===== config.mk =====
export PLATFORM = sky130hd
export DESIGN_NAME = instr_mem_loader
export DESIGN_NICKNAME = d
export VERILOG_FILES = /design/src/rtl/instr_mem_loader.sv
export SDC_FILE = /design/constraint.sdc
export NUM_CORES = 1
export LEC_CHECK = 0
export CORE_MARGIN = 1.5
export CORE_UTILIZATION = 35
export DETAILED_ROUTE_END_ITERATION = 8
export PLACE_DENSITY_LB_ADDON = 0.3
export SYNTH_ARGS = -nofsm -noshare
export SYNTH_HDL_FRONTEND = slang
export SYNTH_SLANG_ARGS = --single-unit
export TNS_END_PERCENT = 1

===== constraint.sdc =====
create_clock -name clk -period 1.65 [get_ports clk]
set_input_delay 0.165 -clock clk [delete_from_list [all_inputs] [get_ports clk]]
set_output_delay 0.165 -clock clk [all_outputs]
set_load 0.1 [all_outputs]

===== src/rtl/instr_mem_loader.sv =====
// rtl/instr_mem_loader.sv - boot-time byte-stream to instruction-memory word writer
module instr_mem_loader #(
  parameter int ADDR_WIDTH = 10,
  parameter int BASE_ADDR  = 0
) (
  input  logic                  clk,
  input  logic                  reset,
  input  logic                  in_valid,
  output logic                  in_ready,
  input  logic [7:0]            in_byte,
  input  logic                  in_last,
  input  logic                  reload,
  output logic                  imem_we,
  output logic [ADDR_WIDTH-1:0] imem_addr,
  output logic [31:0]           imem_wdata,
  output logic                  cpu_reset,
  output logic                  load_done,
  output logic [ADDR_WIDTH:0]   word_count,
  output logic                  overflow_err
);

  typedef enum logic [2:0] {
    S_IDLE,
    S_LOAD,
    S_WRITE,
    S_FLUSH,
    S_FULL,
    S_DONE,
    S_ERROR
  } state_t;

  localparam logic [ADDR_WIDTH-1:0] BASE      = ADDR_WIDTH'(BASE_ADDR);
  localparam logic [ADDR_WIDTH-1:0] LAST_ADDR = {ADDR_WIDTH{1'b1}};
  localparam logic [ADDR_WIDTH:0]   MAX_COUNT = {1'b1, {ADDR_WIDTH{1'b0}}};

  state_t                r_state;
  state_t                w_next;
  logic [1:0]            r_idx;
  logic [31:0]           r_asm;
  logic [31:0]           r_wdata;
  logic [ADDR_WIDTH-1:0] r_addr;
  logic [ADDR_WIDTH:0]   r_count;

  logic                  w_ready;
  logic                  w_xfer;
  logic                  w_emit;
  logic [31:0]           w_word;
  logic [ADDR_WIDTH:0]   w_count_inc;

  // Bytes are only taken while packing, or while full/errored so the source can drain.
  assign w_ready = (r_state == S_IDLE) || (r_state == S_LOAD) ||
                   (r_state == S_FULL) || (r_state == S_ERROR);
  assign w_xfer  = in_valid && w_ready;

  // Little-endian packing; the assembly register only ever holds the lower bytes
  // already received, so a short final word is zero-padded for free.
  assign w_word      = r_asm | (32'(in_byte) << {r_idx, 3'b000});
  assign w_emit      = in_last || (r_idx == 2'd3);
  assign w_count_inc = (r_count == MAX_COUNT) ? r_count : r_count + (ADDR_WIDTH+1)'(1);

  assign in_ready   = w_ready;
  assign imem_addr  = r_addr;
  assign imem_wdata = r_wdata;
  assign word_count = r_count;

  // State register.
  always_ff @(posedge clk or negedge reset) begin
    if (!reset) begin
      r_state <= S_IDLE;
    end else begin
      r_state <= w_next;
    end
  end

  // Next-state and state-decoded outputs; imem_we is decoded so reset drops it at once.
  always_comb begin
    w_next       = r_state;
    imem_we      = 1'b0;
    cpu_reset    = 1'b1;
    load_done    = 1'b0;
    overflow_err = 1'b0;
    case (r_state)
      S_IDLE, S_LOAD: begin
        if (w_xfer) begin
          if (in_last) begin
            w_next = S_FLUSH;
          end else if (r_idx == 2'd3) begin
            w_next = S_WRITE;
          end else begin
            w_next = S_LOAD;
          end
        end
      end
      S_WRITE: begin
        imem_we = 1'b1;
        w_next  = (r_addr == LAST_ADDR) ? S_FULL : S_LOAD;
      end
      S_FLUSH: begin
        imem_we = 1'b1;
        w_next  = S_DONE;
      end
      S_FULL: begin
        if (w_xfer) begin
          w_next = S_ERROR;
        end
      end
      S_DONE: begin
        cpu_reset = 1'b0;
        load_done = 1'b1;
        if (reload) begin
          w_next = S_IDLE;
        end
      end
      S_ERROR: begin
        overflow_err = 1'b1;
        if (reload) begin
          w_next = S_IDLE;
        end
      end
      default: w_next = S_IDLE;
    endcase
  end

  // Byte assembly, write address and word counter.
  always_ff @(posedge clk or negedge reset) begin
    if (!reset) begin
      r_idx   <= 2'd0;
      r_asm   <= 32'd0;
      r_wdata <= 32'd0;
      r_addr  <= BASE;
      r_count <= '0;
    end else begin
      case (r_state)
        S_IDLE, S_LOAD: begin
          if (w_xfer) begin
            if (w_emit) begin
              r_wdata <= w_word;
              r_asm   <= 32'd0;
              r_idx   <= 2'd0;
            end else begin
              r_asm <= w_word;
              r_idx <= r_idx + 2'd1;
            end
          end
        end
        S_WRITE: begin
          // The top address is never stepped past; FULL takes over from here.
          if (r_addr != LAST_ADDR) begin
            r_addr <= r_addr + ADDR_WIDTH'(1);
          end
          r_count <= w_count_inc;
        end
        S_FLUSH: begin
          r_count <= w_count_inc;
        end
        S_DONE, S_ERROR: begin
          if (reload) begin
            r_idx   <= 2'd0;
            r_asm   <= 32'd0;
            r_wdata <= 32'd0;
            r_addr  <= BASE;
            r_count <= '0;
          end
        end
        default: begin
        end
      endcase
    end
  end

endmodule


[Word-level counts from Yosys, hierarchy flattened]
Cells that the tools add are included.
Storage, ports and cells
  bits of input ports: 13
  memories kept: 0
  bits in read-only memories: 0
  logic and storage cells: 72
  flip-flop bits (word level): 90
  bits in latches: 0
  output and inout bits: 58
  bits in writable memories: 0
Operators by class
  add/sub/neg operators: 3
  multipliers: 0
  divide/modulo/power cells: 0
  reductions and logical operators: 17
  shifts and indexed selects: 1
  $lt $le $gt $ge: 0
  bitwise gates (word level): 1
  eq/ne operators: 16
  mux-type cells: 28
Operator list (number)
  $mux 32: 5
  $pmux 32 s2: 2
  $or 32x32->32: 1
  $shl 8x5->32: 1
  $mux 11: 2
  $pmux 11 s2: 1
  $mux 10: 2
  $pmux 10 s2: 1
  $pmux 3 s5: 1
  $mux 3: 4
  $reduce_and 3->1: 4
  $add 11x1->11 const B: 1
  $eq 11x11->1 const B: 1
  $add 10x1->10 const B: 1
  $eq 10x10->1 const B: 1
  $mux 2: 5
  $ne 10x10->1 const B: 1
  $ne 2x2->1 const B: 5
  $eq 3x3->1 const B: 3
  $eq 3x2->1 const B: 2
  $reduce_bool 2->1: 3
  $reduce_or 2->1: 3
  $logic_or 1x1->1: 4
  $mux 1: 4
  8 further kinds: 8

[Longest topological paths before layout]
  depth in word-level cells: 7
  depth in mapped cells: 8
  gate-level depth less buffers: 5

[Least setup slack after synthesis]
OpenSTA, ideal clock, no wires.
  kind: reg2out
  start: register r_state[1]
  end: output in_ready
  setup slack: -1.738 ns
  required time: 1.485 ns
  buffers on the path: 1
  cell stages (with the launch flop): 5
  data arrival time: 3.223 ns
  path through: dfrtp_1 buf_2 nand2b_1 clkinv_1 a21oi_1
On the way
  word-level cells in the longest chain between the ends: 4
  elaborated cells on any way between the ends: 7
  classes of those cells: 3 x eq/ne; 4 x reduce/logical
RTL lines
  from (decl): RTL line 36  | state_t r_state;
  from (signal assigned): RTL line 71  | r_state <= w_next;
  $eq 3x1->1 or $logic_not 3->1 (tied branches): RTL line 51  | assign w_ready = (r_state == S_IDLE) || (r_state == S_LOAD) ||
  $logic_or 1x1->1 (2 in a row): RTL line 51
  $logic_or 1x1->1 *: RTL line 52  | (r_state == S_FULL) || (r_state == S_ERROR);
  to (decl): RTL line 9  | output logic in_ready,
Every way passes the cells marked *; elsewhere a longest branch is shown, timed or not.

[Final worst setup path]
  start: register r_state[1]
  end: output cpu_reset
On the way
  word-level cells in the longest chain between the ends: 2
RTL lines
  $eq 3x3->1: RTL line 82  | case (r_state)
  $mux 1: RTL line 82
  to (decl): RTL line 16  | output logic cpu_reset,
No other way between the ends.

==> results.md <==
* Synth Area in XOR/XNOR at 0%
* Startpoint types: register
* WL/cell at 15.3 um
* TNS Setup at -0.775 ns
* Die Height at about 120 um
* Worst Tran Pin Value at around 0.54 ns
* Async SR Flop Fraction at 100%
* Crit Reg-Reg Startpoint: r_state[0]
* FP Rows at 41
* Max FO, Critical Path at 6
* Placer congestion estimate at ~0.85
* Max-Cap Viols at 0
* Multi-input logic area at 2130 um2
* Worst reg2reg setup slack at -0.04 ns
* Endpoints failing setup at 28
* Yosys reg bits at 90
* Final number of max-transition violations at 0
* Critical path class: register to output pin
* Iter 0 DRT Violations at between 150 and 200
* Post-synth EDFFs at 0
* CTS tree: yes
* Synth warnings at 0
* Relative slew slack at 64.1%
* Hold crit path type: input pin to async pin
* Detailed Place HPWL at roughly 8000 um
* Total CTS buffers at 9
* Ant. Diodes at 0
* Grt ovf at 0
* Simple-gate share of the synthesized area at 10.9%
* Max clock buf depth at 2
* Starting Density at a little over a third
* CP startpoint: r_state[1]
* Register area share after synthesis at between 40 and 50%
* Post-DRT Antenna Nets at 0
* Count of different cell masters after synthesis at 53
* RR Endpoint: imem_wdata[26]
* R2R depth at 5
* Main combinational cell family by area after synthesis: compound AO/OA/AOI/OAI gates
* Die Area at ~14000 um2
* Nets@finish at roughly 600
* Mux contribution to synthesized area at a little over a tenth
* Syn Area/Cell at between 9 and 10 um2
* Clk_skew at approximately 0.0063 ns
* Core area at about 13000 um2
* Post-Syn Instances at around 470
* Global-route wire length before repair at roughly 20000 um
* Layout cells sized above 1 at a little over a third
* GRT Total Usage at 17.1%
* IO Port Bufs at 70
* Clk Latency, worst-skew pair at about 0.34 ns
* DR top layer: met4
* Primary FF master, synth: dfrtp_1
* Met2 routed WL at 5840 um
* Area Growth Syn to Fin at 49.4%
* Vias in the first global route at between 4000 and 5000
* Synth Area in Compound Gates at about a fifth
* Clock Pin Slew Worst Setup and Hold Paths at about 0.06 ns
* Syn Nets at roughly 490
* Metal3 WL at between 400 and 500 um
* Largest net degree at the start of global routing at 40
* Final period util at 105%
* Achievable Freq at approximately 580 MHz
* Via count at 3921
* Failing checks: setup timing
* Min Tclk post-route at 1.73 ns
* Synth Cell Area at 4650 um2
* H-tree levels at 3
* Metal-1 WL at 5120 um
* Outcome: complete, but fails checks
* Initial antenna violation count at 0
* Setup ws final at -0.0758 ns
* # IOs at 71
* Final WL at 11600 um
* Die width at 118 um
* Req. time, crit path at 1.48 ns
* RSZ-0062 raised after global routing: yes
* Via density per instance at 5.19
* Final Hold Fails at 0
* Post-Synth Adder-Cell Area at 1.08%
* Clock sinks at 90
* Setup crit end kind: output pin
* Dpl cells at around 740
* Fill cell count at about 1100
* Crit path arrival time at roughly 1.6 ns
* DRC at 0
* Root Buffer Master: clkbuf_16
* Register Area at ~2300 um2
* Drt first pass iters at 4
* Post-route insts no fill at approximately 760
==> cells by family after synthesis <==
family | count (synthesis)
fa+ha+maj | 4
mux | 36
compound gates | 154
buf+inv | 85
flops | 90
simple gates | 99
==> critical path, stage by stage (launching register included) <==
cell,delay (ns)
dfrtp_2,0.47
buf_6,0.14
and3b_4,0.33
clkinvlp_4,0.11
buf_12,0.17
==> metrics by stage <==
stage               setup slack [ns]  area [um2]  hold WS, ns  utilization (%)
detailed placement            -0.222        6500        0.144             50.9
finish                       -0.0758        6950        0.305             54.4
global route                  -0.115        6950        0.355             54.4
CTS                          -0.0704        6840        0.314             53.6
floorplan                     -0.332        4690       -0.131                -
global placement              -0.178        6500        0.130             50.9
==> final cells by class <==
| class | instances | area share [%] |
|---|---|---|
| multi-input combinational | 294 | 30.7 |
| clock buffer | 11 | 3.35 |
| inverter | 44 | 2.54 |
| tap | 172 | 3.10 |
| clock inverter | 5 | 0.900 |
| timing repair buffer | 139 | 26.7 |
| sequential | 90 | 32.7 |
==> what timing repair did <==
action                                  in CTS  in global routing
hold buffers                                 1                  0
resized for setup                            9                 16
setup buffers                                0                  2
gates cloned                                 0                  1
endpoints found under the setup margin      59                 78
pin swaps                                    0                  2
endpoints found under the hold margin       30                  0
==> registers in the layout, summed over array words and instances (netlist names) <==
signal / count
imem_addr: 10
r_state: 3
r_idx: 2
r_asm: 32
imem_wdata: 32
word_count: 11
==> routing by layer <==
layer | GRT usage, % | vias to the layer above
met4 | 7.77 | 0
met3 | 2.80 | 14
met5 | 0 | -
met1 | 21.3 | 1931
li1 | - | 1885
met2 | 29.0 | 91
==> cell usage after synthesis (2+ instances only) <==
master	instances	share of area, %
nand2b_1	4	0.54
nor3_1	4	0.43
buf_1	6	0.48
a31oi_1	16	2.2
nor2b_1	3	0.40
a21o_1	4	0.65
nand4_1	4	0.54
buf_6	8	1.9
dfrtp_1	90	48
or3_1	3	0.40
nand3_1	13	1.4
buf_2	6	0.65
nor4_1	3	0.40
mux2_2	10	2.4
clkbuf_2	2	0.22
clkbuf_1	18	1.5
a41oi_1	2	0.38
o21a_1	2	0.32
inv_1	43	3.5
ha_1	4	1.1
a21oi_1	74	8.0
and4_1	3	0.56
nor2_1	39	3.1
and3_1	6	0.81
mux2_4	25	8.1
o211ai_1	36	5.8
nand2_1	7	0.56
nor3b_1	2	0.32
o2bb2ai_1	2	0.38
o21ai_0	6	0.65
==> worst max-delay path by stage <==
stage                endpoint  slack [ns]
3_3_place_gp   imem_wdata[17]       -0.18
4_1_cts             cpu_reset       -0.07
2_1_floorplan    imem_addr[7]       -0.33
3_5_place_dp   imem_wdata[22]       -0.22
6_report            cpu_reset       -0.08
5_1_grt             cpu_reset       -0.12
==> placed cells by master, fill, tap and decap left out, types with 5 or more instances in the layout <==
cell type,n
a21oi_1,73
a31oi_1,16
and3_1,5
buf_12,61
buf_4,61
clkbuf_16,9
clkdlybuf4s50_1,11
dfrtp_1,75
dfrtp_2,15
inv_1,42
mux2_2,10
mux2_4,25
nand2_1,6
nand3_1,13
nor2_1,38
o211ai_1,36
o21ai_0,6
Power is not shown: default switching activity piles up to over one toggle a cycle in this logic, so the estimate is an artifact.
